--- config.mk ---
export PLATFORM = sky130hd
export DESIGN_NAME = payload_drain_ctrl
export DESIGN_NICKNAME = d
export VERILOG_FILES = /design/src/rtl/udp_pkg.sv /design/src/rtl/desc_fifo.sv /design/src/rtl/payload_drain_ctrl.sv
export SDC_FILE = /design/constraint.sdc
export NUM_CORES = 1
export LEC_CHECK = 0
export CORE_MARGIN = 4
export CORE_UTILIZATION = 55
export CTS_CLUSTER_DIAMETER = 120
export CTS_CLUSTER_SIZE = 28
export DETAILED_ROUTE_END_ITERATION = 7
export GPL_TIMING_DRIVEN = 0
export PLACE_DENSITY = 0.8
export REMOVE_ABC_BUFFERS = 1
export SETUP_SLACK_MARGIN = 0.05
export SLEW_MARGIN = 25
export SYNTH_ARGS = -nofsm -noshare
export SYNTH_HDL_FRONTEND = slang
export SYNTH_HIERARCHICAL = 1
export SYNTH_SLANG_ARGS = --single-unit
--- constraint.sdc ---
create_clock -name clk -period 3.15 [get_ports clk]
set_input_delay 0.4725 -clock clk [delete_from_list [all_inputs] [get_ports clk]]
set_output_delay 0.4725 -clock clk [all_outputs]
set_load 0.005 [all_outputs]
--- src/rtl/udp_pkg.sv ---
// Shared defaults and the drain FSM state type for the payload drain controller.
package udp_pkg;

    localparam int ADDR_W_DEF = 10;
    localparam int DATA_W_DEF = 32;
    localparam int QDEPTH_DEF = 4;

    typedef enum logic [1:0] {
        ST_IDLE   = 2'd0,
        ST_LOAD   = 2'd1,
        ST_STREAM = 2'd2,
        ST_FLUSH  = 2'd3
    } drain_state_t;

endpackage

--- src/rtl/desc_fifo.sv ---
// Small descriptor FIFO; a push into a full queue is accepted only when a pop
// frees a slot in the same cycle.
module desc_fifo #(
    parameter int WIDTH = 10,
    parameter int DEPTH = 4
) (
    input  logic             clk,
    input  logic             rst_n,
    input  logic             push,
    input  logic [WIDTH-1:0] din,
    input  logic             pop,
    output logic [WIDTH-1:0] dout,
    output logic             full,
    output logic             empty
);

    localparam int PTR_W = (DEPTH > 1) ? $clog2(DEPTH) : 1;

    logic [PTR_W-1:0] wr_ptr_q, wr_ptr_d;
    logic [PTR_W-1:0] rd_ptr_q, rd_ptr_d;
    logic [PTR_W:0]   count_q, count_d;
    logic [WIDTH-1:0] mem_q [DEPTH];
    logic             wr_ok;
    logic             rd_ok;

    assign full  = (count_q == (PTR_W+1)'(DEPTH));
    assign empty = (count_q == '0);
    assign dout  = mem_q[rd_ptr_q];

    always_comb begin
        rd_ok    = pop && !empty;
        wr_ok    = push && (!full || rd_ok);
        wr_ptr_d = wr_ok ? wr_ptr_q + PTR_W'(1) : wr_ptr_q;
        rd_ptr_d = rd_ok ? rd_ptr_q + PTR_W'(1) : rd_ptr_q;
        count_d  = count_q;
        case ({wr_ok, rd_ok})
            2'b10:   count_d = count_q + (PTR_W+1)'(1);
            2'b01:   count_d = count_q - (PTR_W+1)'(1);
            default: count_d = count_q;
        endcase
    end

    always_ff @(posedge clk or negedge rst_n) begin
        if (!rst_n) begin
            wr_ptr_q <= '0;
            rd_ptr_q <= '0;
            count_q  <= '0;
        end else begin
            wr_ptr_q <= wr_ptr_d;
            rd_ptr_q <= rd_ptr_d;
            count_q  <= count_d;
        end
    end

    // Storage needs no reset; the pointers define which entries are live.
    always_ff @(posedge clk) begin
        if (wr_ok) begin
            mem_q[wr_ptr_q] <= din;
        end
    end

endmodule

--- src/rtl/payload_drain_ctrl.sv ---
// Drains queued payload frames from a 1-cycle-latency RAM into a valid/ready
// stream through a two-entry (output + skid) buffer.
//
// state  | meaning
// IDLE   | waiting for a descriptor; pops one when the queue is non-empty
// LOAD   | frame bounds known; drops zero-length frames, else reads the start word
// STREAM | reading successive words while the output buffer has room
// FLUSH  | all reads issued; waiting for the m_last word to be accepted
module payload_drain_ctrl
    import udp_pkg::*;
#(
    parameter int ADDR_W = ADDR_W_DEF,
    parameter int DATA_W = DATA_W_DEF,
    parameter int QDEPTH = QDEPTH_DEF
) (
    input  logic              clk,
    input  logic              rst_n,
    input  logic              start_read,
    input  logic [ADDR_W-1:0] last_addr,
    output logic              rd_en,
    output logic [ADDR_W-1:0] rd_addr,
    input  logic [DATA_W-1:0] rd_data,
    output logic [DATA_W-1:0] m_data,
    output logic              m_valid,
    output logic              m_last,
    input  logic              m_ready,
    output logic              busy,
    output logic              overflow,
    output logic [15:0]       frame_count
);

    drain_state_t state_q, state_d;

    logic [ADDR_W-1:0] end_q, end_d;
    logic [ADDR_W-1:0] prev_end_q, prev_end_d;
    logic [ADDR_W-1:0] cur_q, cur_d;
    logic              inflight_q, inflight_d;
    logic              inflight_last_q, inflight_last_d;
    logic              m_valid_q, m_valid_d;
    logic              m_last_q, m_last_d;
    logic [DATA_W-1:0] m_data_q, m_data_d;
    logic              skid_valid_q, skid_valid_d;
    logic              skid_last_q, skid_last_d;
    logic [DATA_W-1:0] skid_data_q, skid_data_d;
    logic              overflow_q, overflow_d;
    logic [15:0]       frame_count_q, frame_count_d;

    logic              fifo_pop;
    logic              fifo_full;
    logic              fifo_empty;
    logic [ADDR_W-1:0] fifo_dout;

    logic [ADDR_W-1:0] start_addr;
    logic              zero_len;
    logic              out_pop;
    logic [1:0]        occ_next;
    logic              room;
    logic              issue_last;

    desc_fifo #(
        .WIDTH (ADDR_W),
        .DEPTH (QDEPTH)
    ) u_desc_fifo (
        .clk   (clk),
        .rst_n (rst_n),
        .push  (start_read),
        .din   (last_addr),
        .pop   (fifo_pop),
        .dout  (fifo_dout),
        .full  (fifo_full),
        .empty (fifo_empty)
    );

    assign start_addr = prev_end_q + ADDR_W'(1);
    assign zero_len   = (end_q == prev_end_q);
    assign out_pop    = m_valid_q && m_ready;

    // Words that will still be buffered after this edge, counting the read in
    // flight; a new read is only issued if its word is guaranteed a slot.
    assign occ_next = 2'(m_valid_q) + 2'(skid_valid_q) + 2'(inflight_q) - 2'(out_pop);
    assign room     = (occ_next < 2'd2);

    always_ff @(posedge clk or negedge rst_n) begin
        if (!rst_n) begin
            state_q <= ST_IDLE;
        end else begin
            state_q <= state_d;
        end
    end

    always_comb begin
        state_d = state_q;
        case (state_q)
            ST_IDLE: begin
                if (!fifo_empty) state_d = ST_LOAD;
            end
            ST_LOAD: begin
                if (zero_len)                 state_d = ST_IDLE;
                else if (start_addr == end_q) state_d = ST_FLUSH;
                else                          state_d = ST_STREAM;
            end
            ST_STREAM: begin
                if (room && (cur_q == end_q)) state_d = ST_FLUSH;
            end
            ST_FLUSH: begin
                if (out_pop && m_last_q) state_d = ST_IDLE;
            end
            default: state_d = ST_IDLE;
        endcase
    end

    always_comb begin
        fifo_pop   = (state_q == ST_IDLE) && !fifo_empty;
        rd_en      = ((state_q == ST_LOAD) && !zero_len) ||
                     ((state_q == ST_STREAM) && room);
        rd_addr    = (state_q == ST_LOAD) ? start_addr : cur_q;
        issue_last = rd_en && (rd_addr == end_q);
        busy       = (state_q != ST_IDLE) || !fifo_empty;
    end

    always_comb begin
        end_d         = fifo_pop ? fifo_dout : end_q;
        prev_end_d    = ((state_q == ST_LOAD) && !zero_len) ? end_q : prev_end_q;
        cur_d         = cur_q;
        if (state_q == ST_LOAD) begin
            cur_d = start_addr + ADDR_W'(1);
        end else if ((state_q == ST_STREAM) && room) begin
            cur_d = cur_q + ADDR_W'(1);
        end
        inflight_d      = rd_en;
        inflight_last_d = issue_last;
        overflow_d      = overflow_q || (start_read && fifo_full && !fifo_pop);
        frame_count_d   = ((state_q == ST_FLUSH) && out_pop && m_last_q) ?
                          frame_count_q + 16'd1 : frame_count_q;

        m_valid_d    = m_valid_q;
        m_last_d     = m_last_q;
        m_data_d     = m_data_q;
        skid_valid_d = skid_valid_q;
        skid_last_d  = skid_last_q;
        skid_data_d  = skid_data_q;
        if (!m_valid_q || out_pop) begin
            if (skid_valid_q) begin
                m_valid_d    = 1'b1;
                m_data_d     = skid_data_q;
                m_last_d     = skid_last_q;
                skid_valid_d = inflight_q;
                skid_data_d  = rd_data;
                skid_last_d  = inflight_last_q;
            end else begin
                m_valid_d    = inflight_q;
                m_last_d     = inflight_q && inflight_last_q;
                if (inflight_q) m_data_d = rd_data;
                skid_valid_d = 1'b0;
            end
        end else if (inflight_q) begin
            skid_valid_d = 1'b1;
            skid_data_d  = rd_data;
            skid_last_d  = inflight_last_q;
        end
    end

    always_ff @(posedge clk or negedge rst_n) begin
        if (!rst_n) begin
            end_q           <= '0;
            prev_end_q      <= '1;
            cur_q           <= '0;
            inflight_q      <= 1'b0;
            inflight_last_q <= 1'b0;
            m_valid_q       <= 1'b0;
            m_last_q        <= 1'b0;
            m_data_q        <= '0;
            skid_valid_q    <= 1'b0;
            skid_last_q     <= 1'b0;
            skid_data_q     <= '0;
            overflow_q      <= 1'b0;
            frame_count_q   <= '0;
        end else begin
            end_q           <= end_d;
            prev_end_q      <= prev_end_d;
            cur_q           <= cur_d;
            inflight_q      <= inflight_d;
            inflight_last_q <= inflight_last_d;
            m_valid_q       <= m_valid_d;
            m_last_q        <= m_last_d;
            m_data_q        <= m_data_d;
            skid_valid_q    <= skid_valid_d;
            skid_last_q     <= skid_last_d;
            skid_data_q     <= skid_data_d;
            overflow_q      <= overflow_d;
            frame_count_q   <= frame_count_d;
        end
    end

    assign m_valid     = m_valid_q;
    assign m_last      = m_last_q;
    assign m_data      = m_data_q;
    assign overflow    = overflow_q;
    assign frame_count = frame_count_q;

endmodule

== Word level (Yosys, flattened, before mapping) ==
Memories as Yosys holds them, arrays and structs flattened. A register that Yosys moved wholly into a read port is not among the register bits.
Cells that the tools add are included.

* Add/sub/neg operators: 11
* Multiply operators: 0
* Divide/modulo/power cells: 0
* $lt $le $gt $ge: 1
* Eq/ne operators: 14
* Shift operators: 0
* Mux-type cells: 24
* Bitwise operators: 0
* Reduce and logical (&&, ||, !) cells: 35

{| class="wikitable"
|+ Operator list
! cell !! count
|-
| 2-to-1 mux 32 bit || 4
|-
| equality test 10 bit || 4
|-
| adder 10 x 1 -> 10 bit (second input constant) || 3
|-
| 2-to-1 mux 10 bit || 3
|-
| adder 16 x 1 -> 16 bit (second input constant) || 1
|-
| logical AND 1 bit || 14
|-
| 2-to-1 mux 1 bit || 11
|-
| nonzero test 2 bit || 5
|-
| 2-to-1 mux 2 bit || 4
|-
| != test 2 bit (second input constant) || 4
|-
| case mux 2 bit (4 select lines) || 1
|-
| equality test 2 bit (second input constant) || 3
|-
| logical NOT 1 bit || 6
|-
| case mux 3 bit (2 select lines) || 1
|-
| logical OR 1 bit || 5
|-
| adder 2 x 1 -> 2 bit (second input constant) || 2
|-
| equality test 2 x 1 -> 1 bit (second input constant) || 2
|-
| AND reduction 2 bit || 2
|-
| adder 3 x 1 -> 3 bit (second input constant) || 1
|-
| equality test 3 bit (second input constant) || 1
|-
| logical NOT 3 bit || 1
|-
| AND reduction 3 bit || 1
|-
| subtractor 3 x 1 -> 3 bit (second input constant) || 1
|-
| adder 1 x 1 -> 2 bit || 1
|-
| other kinds (4) || 4
|}

* Register bits after elaboration: 116
* Latch bits: 0
* RAM bits: 40
* Bits in read-only memories: 0
* Bits of input ports: 46
* Word-level logic and storage cells: 102
* Memories kept: 1

{| class="wikitable"
|+ Memories
! memory !! depth !! bits a word !! rd ports !! clocked after memory_dff !! wr ports !! line !! source
|-
| u_desc_fifo.mem_q || 4 || 10 || 1 || 1 || 1 || desc_fifo.sv:22 || <nowiki>logic [WIDTH-1:0] mem_q [DEPTH];</nowiki>
|}

== Longest topological paths before layout ==
Gate-level depths: netlist (run 1).

* Depth in word-level cells: 8
* Gate-level depth with buffers: 11
* Gate-level depth less buffers: 10

== By module ==
Netlist (run 1), hierarchy kept.

{| class="wikitable"
|+ By module, submodules not included
! module !! instances !! cells an instance !! area each (um^2) !! seq. area each (um^2)
|-
| payload_drain_ctrl || 1 || 550 || 5911.9 || 2990.4
|-
| desc_fifo || 1 || 104 || 1954.4 || 1376.3
|}

== Least setup slack after synthesis (run 1) ==
OpenSTA, ideal clock, no wires.

* Path type: register -> register
* Start: reg u_desc_fifo.count_q[2]
* End: reg u_desc_fifo.count_q[2]
* Arrival: 2719 ps
* Setup slack: 285 ps
* Cell stages (with the launch flop): 12
* Path buffers: 3
* Cells stage by stage: dfrtp_1 -> buf_4 -> nor3_1 -> nor3_1 -> clkbuf_1 -> clkbuf_1 -> nand2b_1 -> or2_2 -> fa_1 -> nand2b_1 -> o211ai_1 -> o311ai_0

* Longest elaborated chain between the ends: 8
* Elaborated cells between the ends (all ways): 14
* Classes of those cells: add/sub (2); eq/ne (3); mux (1); reduce/logical (8)

{| class="wikitable"
|+ RTL lines
! item !! line !! source
|-
| start, declared || desc_fifo.sv:21 || <nowiki>logic [PTR_W:0] count_q, count_d;</nowiki>
|-
| start signal, assigned || desc_fifo.sv:51 || <nowiki>count_q <= count_d;</nowiki>
|-
| logical NOT 3 bit (*) || desc_fifo.sv:27 || <nowiki>assign empty = (count_q == '0);</nowiki>
|-
| via fifo_empty || payload_drain_ctrl.sv:50 || <nowiki>logic fifo_empty;</nowiki>
|-
| logical NOT 1 bit (*) || payload_drain_ctrl.sv:113 || <nowiki>fifo_pop = (state_q == ST_IDLE) && !fifo_empty;</nowiki>
|-
| logical AND 1 bit (*) || payload_drain_ctrl.sv:113 ||
|-
| via fifo_pop || payload_drain_ctrl.sv:48 || <nowiki>logic fifo_pop;</nowiki>
|-
| logical AND 1 bit (*) || desc_fifo.sv:31 || <nowiki>rd_ok = pop && !empty;</nowiki>
|-
| logical OR 1 bit || desc_fifo.sv:32 || <nowiki>wr_ok = push && (!full || rd_ok);</nowiki>
|-
| logical AND 1 bit || desc_fifo.sv:32 ||
|-
| equality test 2 x 1 -> 1 bit or equality test 2 bit (tied branches) || desc_fifo.sv:36 || <nowiki>case ({wr_ok, rd_ok})</nowiki>
|-
| case mux 3 bit (2 select lines) or nonzero test 2 bit (tied branches) || - ||
|}

Mark *: on every way through the listed nets, which the timed path passes. The rest lies on a longest branch.
A chain may end at the register's enable or synchronous reset.

== Final worst setup path (run 1) ==
* Start: reg prev_end_q[1]
* End: out rd_addr[5]

* Longest elaborated chain between the ends: 2

{| class="wikitable"
|+ RTL lines
! item !! line !! source
|-
| start, declared || payload_drain_ctrl.sv:35 || <nowiki>logic [ADDR_W-1:0] prev_end_q, prev_end_d;</nowiki>
|-
| start signal, assigned || payload_drain_ctrl.sv:180 || <nowiki>prev_end_q <= prev_end_d;</nowiki>
|-
| adder 10 x 1 -> 10 bit || payload_drain_ctrl.sv:74 || <nowiki>assign start_addr = prev_end_q + ADDR_W'(1);</nowiki>
|-
| 2-to-1 mux 10 bit || payload_drain_ctrl.sv:116 || <nowiki>rd_addr = (state_q == ST_LOAD) ? start_addr : cur_q;</nowiki>
|-
| end, declared || payload_drain_ctrl.sv:21 || <nowiki>output logic [ADDR_W-1:0] rd_addr,</nowiki>
|}

Every way passes these cells.

==> results of run 1 <==
==> registers in the layout, summed over array words and instances (netlist names), 3 cells and up, named ones only <==
signal	cells
end_q	10
cur_q	10
prev_end_q	10
frame_count	16
u_desc_fifo/count_q	3
u_desc_fifo/mem_q	40
skid_data_q	32
m_data	32
==> area by class of cell <==
cell class	count	area, um2	area share [%]
well taps	180	225	2.27
flip-flops and latches	166	4370	44.1
clock buffers	24	487	4.91
inverters	14	52.6	0.530
clock inverters	7	70.1	0.707
multi-input cells	443	3380	34.1
repair buffers	127	1330	13.4
==> worst max-delay path, delay by kind of cell (launching register included) <==
kind | cells | cell delay, ns
DFF | 1 | 0.63
buffers and inverters | 2 | 0.72
AOI/OAI and AO/OA | 1 | 0.31
and+or+nand+nor | 2 | 0.52
==> cells by family (layout without fill, tap and decap cells) <==
kind of cell	after synthesis	in the layout	synth area share (%)
buffers and inverters	46	172	2.55
muxes	93	93	14.2
DFF	166	166	55.5
AOI/OAI and AO/OA	88	88	7.32
xor gates and xnor gates	66	66	7.35
and+or+nand+nor	184	185	11.2
adders and majority gates	11	11	1.81
==> worst max-delay path by stage <==
stage,startpoint,endpoint,slack (ns)
after floorplan,skid_valid_q,m_data[0],-0.64
after global placement,rst_n,u_desc_fifo/wr_ptr_q[0],-3.19
after detailed placement,m_ready,rd_en,-0.30
after CTS,prev_end_q[1],rd_addr[6],0.07
after global routing,prev_end_q[1],rd_addr[5],-0.01
final,prev_end_q[1],rd_addr[5],0.08
==> timing repair <==
action                                  CTS  global route
pin swaps                                 1             2
hold buffers                              1             0
gates cloned                              1             0
endpoints found under the setup margin    4             3
setup buffers                             6             6
endpoints found under the hold margin    41             0
gates resized for setup                   7             2
==> power by group through the flow <==
stage | clock (W) | combinational, W | sequential [W]
4_1_cts | 0.00199 | 0.00314 | 0.00335
6_report | 0.00194 | 0.00312 | 0.00335
3_5_place_dp | 0 | 0.00295 | 0.00342
5_1_grt | 0.00208 | 0.00341 | 0.00343
3_3_place_gp | 0 | 0.00278 | 0.00336
2_1_floorplan | 0 | 0.00176 | 0.00331
==> metal layers <==
| layer | global-route usage, % | wire, um |
|---|---|---|
| met5 | 0 | 0 |
| met4 | 7.18 | 271 |
| met3 | 4.31 | 790 |
| met2 | 37.3 | 8610 |
| met1 | 28.1 | 7400 |
==> stage by stage <==
stage                     std cells  hold slack [ns]  setup slack, ns  instance area (um2)
after floorplan                 622            0.177           -0.643                 7720
after detailed placement        916            0.411           -0.298                 9180
after global placement          910            0.457            -3.19                 9020
after global routing            961            0.489          -0.0143                 9910
final                           961            0.476           0.0834                 9910
after CTS                       955            0.485           0.0699                 9860
==> cells in the final DEF, fill, tap and decap left out, types with 8 or more instances in the layout <==
master	count
sky130_fd_sc_hd__nand4_1	14
sky130_fd_sc_hd__nor2_1	63
sky130_fd_sc_hd__xor2_1	32
sky130_fd_sc_hd__dfrtp_1	114
sky130_fd_sc_hd__inv_1	14
sky130_fd_sc_hd__xnor2_1	34
sky130_fd_sc_hd__clkbuf_16	18
sky130_fd_sc_hd__mux2i_1	35
sky130_fd_sc_hd__o21ai_0	17
sky130_fd_sc_hd__mux4_2	10
sky130_fd_sc_hd__buf_4	12
sky130_fd_sc_hd__mux2_2	46
sky130_fd_sc_hd__a21oi_1	38
sky130_fd_sc_hd__clkdlybuf4s50_1	105
sky130_fd_sc_hd__ha_1	8
sky130_fd_sc_hd__nand3_1	10
sky130_fd_sc_hd__dfstp_2	10
sky130_fd_sc_hd__edfxtp_1	40
sky130_fd_sc_hd__nand2_1	51
==> summary.md, run 1 <==
| Metric | Value |
|---|---|
| CTS tree | yes |
| Sequential Power Share | 39.8% |
| Initial Utilization | 56.5% |
| Fraction of synthesized cell area taken by the top area cell type | 36.9% |
| Total setup violations reported at the end of the flow | 0 |
| Startpoint kind of the worst setup timing path | register |
| Path type of the worst setup path | reg -> out |
| Top flip-flop cell by instance count after synthesis | sky130_fd_sc_hd__dfrtp_1 |
| Ratio of cells with drive above 1 in the final layout | 17.7% |
| Total core area | 13,900 um2 |
| Number of global-route vias before repair | 5,650 |
| Max_cap viols | 0 |
| Worst clock skew on the final layout | 0.00599 ns |
| Switching power | 0.00269 W |
| Pwr dens | 849 nW/um2 |
| Minimum period implied by the final worst setup slack | 3.07 ns |
| Total detailed-routing wirelength | 17,100 um |
| Endpoint of the worst hold path | overflow |
| Cell types occupying the most area after synthesis | sky130_fd_sc_hd__dfrtp_1, sky130_fd_sc_hd__edfxtp_1, sky130_fd_sc_hd__mux2_2, sky130_fd_sc_hd__mux2i_1, sky130_fd_sc_hd__xnor2_1 |
| Unrepaired setup endpoints after global routing | yes |
| Area added between synthesis and finish | 26.0% |
| Antenna diodes | 0 |
| Worst EP required | 2.68 ns |
| Number of flops mapped to enable cells by yosys | 40 |
| First-iteration detailed-routing DRC count | 350 |
| Post-synthesis sequential element count | 166 |
| Relative slew margins | 46.5% |
| Number of standard-cell rows in the floorplan | 43 |
| Hold Path Class | reg -> reg |
| Number of design rule violations left after detail routing | 0 |
| Number of cells on the worst reg-to-reg path | 10 |
| Share of total power consumed by net switching | 31.9% |
| Cell at the root of the clock tree | sky130_fd_sc_hd__clkbuf_16 |
| Critical Path, Cell by Cell | buf_4 > nand4_4 > or3_4 > a31oi_4 > clkdlybuf4s50_1 |
| Post-route antenna net violation count | 0 |
| Reg2Reg Setup Slack | 0.57 ns |
| Top Ports | 109 |
| H-tree levels | 4 |
| Slew Viols, Final | 0 |
| Source of the worst hold timing path | overflow |
| RR Startpoint | u_desc_fifo/count_q[2] |
| Highest ir drop seen on vdd | 0.465 mV |
| Largest net degree at the start of global routing | 76 |
| Max Freq | 0.326 GHz |
| Worst Setup End Kind | output port |
| Net count of the finished layout | 825 |
| Worst-path cell with the longest stage delay | sky130_fd_sc_hd__dfstp_2 |
| Portion of the post-synthesis area used by sequential elements | 55.5% |
| Arrival time at the worst endpoint | 2.59 ns |
| Number of antenna violations at the first check in global routing | 0 |
| DIE AREA | 16,300 um2 |
| Clock network latency to the later pin of the worst-skew pair | 0.41 ns |
| Average via count per standard cell | 5.60 |
| Most common cell in the synthesized netlist | sky130_fd_sc_hd__dfrtp_1 |
| Terminus of the critical flop-to-flop path | u_desc_fifo/count_q[2] |
| Commonest cells in the netlist | sky130_fd_sc_hd__dfrtp_1, sky130_fd_sc_hd__nor2_1, sky130_fd_sc_hd__nand2_1 |
| Wire length of the first global-routing pass | 28,100 um |
| Crit-path max cell delay | 0.63 ns |
| Routed wire length per instance | 17.8 um |
| Pre-antenna DRT Iters | 4 |
| Share of synthesized registers carrying an async set or reset | 75.9% |
| Synthesized netlist cell count | 654 |
| Critical path fanouts, max | 7 |
| Hold Violations, Final | 0 |
| Average instance area after synthesis | 12.0 um2 |
| Cell depth of the worst hold path | 1 |
| TNS Setup | 0 ns |
| Number of warnings reported in the yosys synthesis log | 6 |
| Detailed-placement wirelength estimate | 11,400 um |
| Transition at the pin with the smallest max-transition slack | 0.785 ns |
| Dominant cell type by area after synthesis | sky130_fd_sc_hd__dfrtp_1 |
| Final Total Pwr | 0.00842 W |
| Number of fillers in the final layout | 918 |
| Status | completed |
| Count of cell types in the netlist | 58 |
| Die outline height | 128 um |
| Portion of total power attributed to combinational logic | 37.1% |
| Total global routing overflow | 0 |
| Total number of clock tree sinks | 166 |
| Ratio of final minimum period to clock period | 97.4% |
| Routed vias | 5,381 |
| Number of buffers inserted during clock tree synthesis | 17 |
| Count of input and output buffers | 108 |
| Share of the core filled with cells in the final layout | 71.1% |
| Total standard cell area after synthesis | 7870 um2 |
| Clock slew seen by the registers of the worst setup and hold paths | 0.06 ns |
| Cell internal pwr | 0.00573 W |
| Leakage Power | 3.95 nW |
| Share of total power in the clock network | 23.1% |
| Final GP Congestion | 0.872 |
| Maximum clock path buffer count | 2 |
| GRT Resource Usage Total | 21.8% |
| Die Span X | 128 um |
(Power assumes the default switching activity.)
==> run 2, diff against run 1 <==
CTS_CLUSTER_SIZE = 40   (was 28)
SKIP_CTS_REPAIR_TIMING = 1   (was not set)
clock period = 3.5 ns   (was 3.15 ns; I/O delays follow)
==> run 2 against run 1 <==
  * Critical endpoint is now rd_en
  * Critical path type unchanged
  * Utilization shrank 0.88 points
  * Highest routed layer unchanged
  * Global-route usage shrank 0.80 points
  * Register-to-register slack gained 0.22 ns
==> summary.md, run 2 (synthesized netlist as in run 1, its figures left out) <==
| Metric | Value |
|---|---|
| Worst-path cell with the longest stage delay | sky130_fd_sc_hd__clkdlybuf4s50_1 |
| Reg2Reg Setup Slack | 0.79 ns (+0.22 ns) |
| Total setup violations reported at the end of the flow | 0 (unchanged) |
| Critical Path, Cell by Cell | and2_1 > ha_1 > inv_1 > ha_1 > a21oi_1 > xor2_1 > nand2_1 > nand2b_4 > clkdlybuf4s50_1 |
| Number of cells on the worst reg-to-reg path | 7 (-3) |
| Hold Path Class | in -> async |
| Count of input and output buffers | 108 (unchanged) |
| Buf/Inv on CP | 2 (unchanged) |
| Maximum clock path buffer count | 2 (unchanged) |
| RR Startpoint | state_q[0] |
| Largest register by flop count | u_desc_fifo/mem_q |
| Net count of the finished layout | 813 (-1.5%) |
| First-iteration detailed-routing DRC count | 341 (-2.6%) |
| Average via count per standard cell | 5.54 (-0.99%) |
| Relative slew margins | 46.5% (about the same) |
| Number of global-route vias before repair | 5,509 (-2.5%) |
| DIE AREA | 16,300 um2 (unchanged) |
| Levels on crit path | 9 (+4) |
| CTS tree | yes |
| Commonest non-fill, non-tap cell in the layout | sky130_fd_sc_hd__dfrtp_1 |
| GRT Resource Usage Total | 21.0% (-0.80 points) |
| Final cell count without fillers | 949 (-1.2%) |
| Worst EP required | 2.97 ns (+0.29 ns) |
| Transition at the pin with the smallest max-transition slack | 0.786 ns (+0.000368 ns) |
| Pre-antenna DRT Iters | 4 (unchanged) |
| Initial Utilization | 56.5% (unchanged) |
| Total number of clock tree sinks | 166 (unchanged) |
| Number of buffers inserted during clock tree synthesis | 17 (unchanged) |
| Clock network latency to the later pin of the worst-skew pair | 0.42 ns (about the same) |
| Number of antenna violations at the first check in global routing | 0 (unchanged) |
| Wire length of the first global-routing pass | 27,200 um (-3.4%) |
| Post-route antenna net violation count | 0 (unchanged) |
| Critical path origin | m_valid |
| Number of design rule violations left after detail routing | 0 (unchanged) |
| Startpoint kind of the worst setup timing path | register |
| H-tree levels | 4 (unchanged) |
| Highest ir drop seen on vdd | 0.423 mV (-9.0%) |
| CP delay by family, top | buffers and inverters |
| Area added between synthesis and finish | 24.4% |
| Commonest cells after routing, fill and taps aside | sky130_fd_sc_hd__dfrtp_1, sky130_fd_sc_hd__clkdlybuf4s50_1, sky130_fd_sc_hd__nor2_1 |
| Total core area | 13,900 um2 (unchanged) |
| Ratio of final minimum period to clock period | 94.4% |
| Ratio of cells with drive above 1 in the final layout | 16.3% (-1.4 points) |
| Max Freq | 0.303 GHz |
| Detailed-placement wirelength estimate | 11,400 um (unchanged) |
| TNS Setup | 0 ns (unchanged) |
| Antenna diodes | 0 (unchanged) |
| Status | completed |
| Cell at the root of the clock tree | sky130_fd_sc_hd__clkbuf_16 |
| Total placed cells including tap cells | 916 (unchanged) |
| Routed vias | 5,261 (-2.2%) |
| Worst clock skew on the final layout | 0.00478 ns (-0.00121 ns) |
| Clock slew seen by the registers of the worst setup and hold paths | 0.06 ns (about the same) |
| Slew Viols, Final | 0 (unchanged) |
| Largest net degree at the start of global routing | 76 (unchanged) |
| Worst Setup End Kind | output port |
| Crit-path max cell delay | 0.50 ns (-0.13 ns) |
| Arrival time at the worst endpoint | 2.78 ns (+0.19 ns) |
| Terminus of the critical flop-to-flop path | cur_q[8] |
| Top Ports | 109 (unchanged) |
| Total detailed-routing wirelength | 16,700 um (-2.5%) |
| Die Span X | 128 um (unchanged) |
| Max_cap viols | 0 (unchanged) |
| Number of standard-cell rows in the floorplan | 43 (unchanged) |
| Largest register FFs | 40 (unchanged) |
| Hold Violations, Final | 0 (unchanged) |
| Unrepaired setup endpoints after global routing | no |
| Pwr dens | 770 nW/um2 (-9.3%) |
| Cell seen most often among critical-path stages | sky130_fd_sc_hd__ha_1 |
| Leakage Power | 3.90 nW (-1.4%) |
| Total global routing overflow | 0 (unchanged) |
| Critical path fanouts, max | 7 (unchanged) |
| Routed wire length per instance | 17.5 um (-1.2%) |
| Final GP Congestion | 0.872 (unchanged) |
| Minimum period implied by the final worst setup slack | 3.30 ns |
| Path type of the worst setup path | reg -> out |
| Die outline height | 128 um (unchanged) |
[run 2: cell type report]
| class | count | area, um2 |
|---|---|---|
| flip-flops and latches | 166 | 4370 |
| inverters | 14 | 52.6 |
| repair buffers | 116 | 1230 |
| clock inverters | 7 | 70.1 |
| multi-input cells | 442 | 3350 |
| clock buffers | 24 | 487 |
| well taps | 180 | 225 |
| fillers | 934 | 4150 |
[run 2: routing by layer]
| metal | track usage (%) | vias to the layer above | share of wire (%) |
|---|---|---|---|
| met5 | 0 | - | 0 |
| met4 | 6.93 | 0 | 1.2 |
| met3 | 4.26 | 16 | 4.9 |
| met2 | 35.7 | 131 | 51 |
| met1 | 27.2 | 2607 | 43 |
| li1 | - | 2507 | - |
[run 2: where the power goes]
part / internal, W / switching, W
combinational: 0.00150 / 0.00127
clock: 0.00104 / 0.000707
sequential: 0.00259 / 0.000424
[run 2: worst max-delay path by stage]
stage | to | slack (ns)
2_1_floorplan | m_data[0] | -0.29
3_3_place_gp | u_desc_fifo/wr_ptr_q[0] | -2.89
3_5_place_dp | rd_en | -0.05
4_1_cts | rd_en | -0.06
5_1_grt | rd_en | 0.04
6_report | rd_en | 0.20
[run 2: through the flow]
stage	setup slack, ns	power (W)	instance area, um2	hold WS, ns	util (%)
2_1_floorplan	-0.293	0.00456	7720	0.229	-
3_3_place_gp	-2.89	0.00553	9020	0.457	64.8
3_5_place_dp	-0.0527	0.00574	9180	0.463	65.9
4_1_cts	-0.0616	0.00753	9740	0.0160	69.9
5_1_grt	0.0426	0.00799	9790	0.0311	70.2
6_report	0.197	0.00754	9790	0.0152	70.2
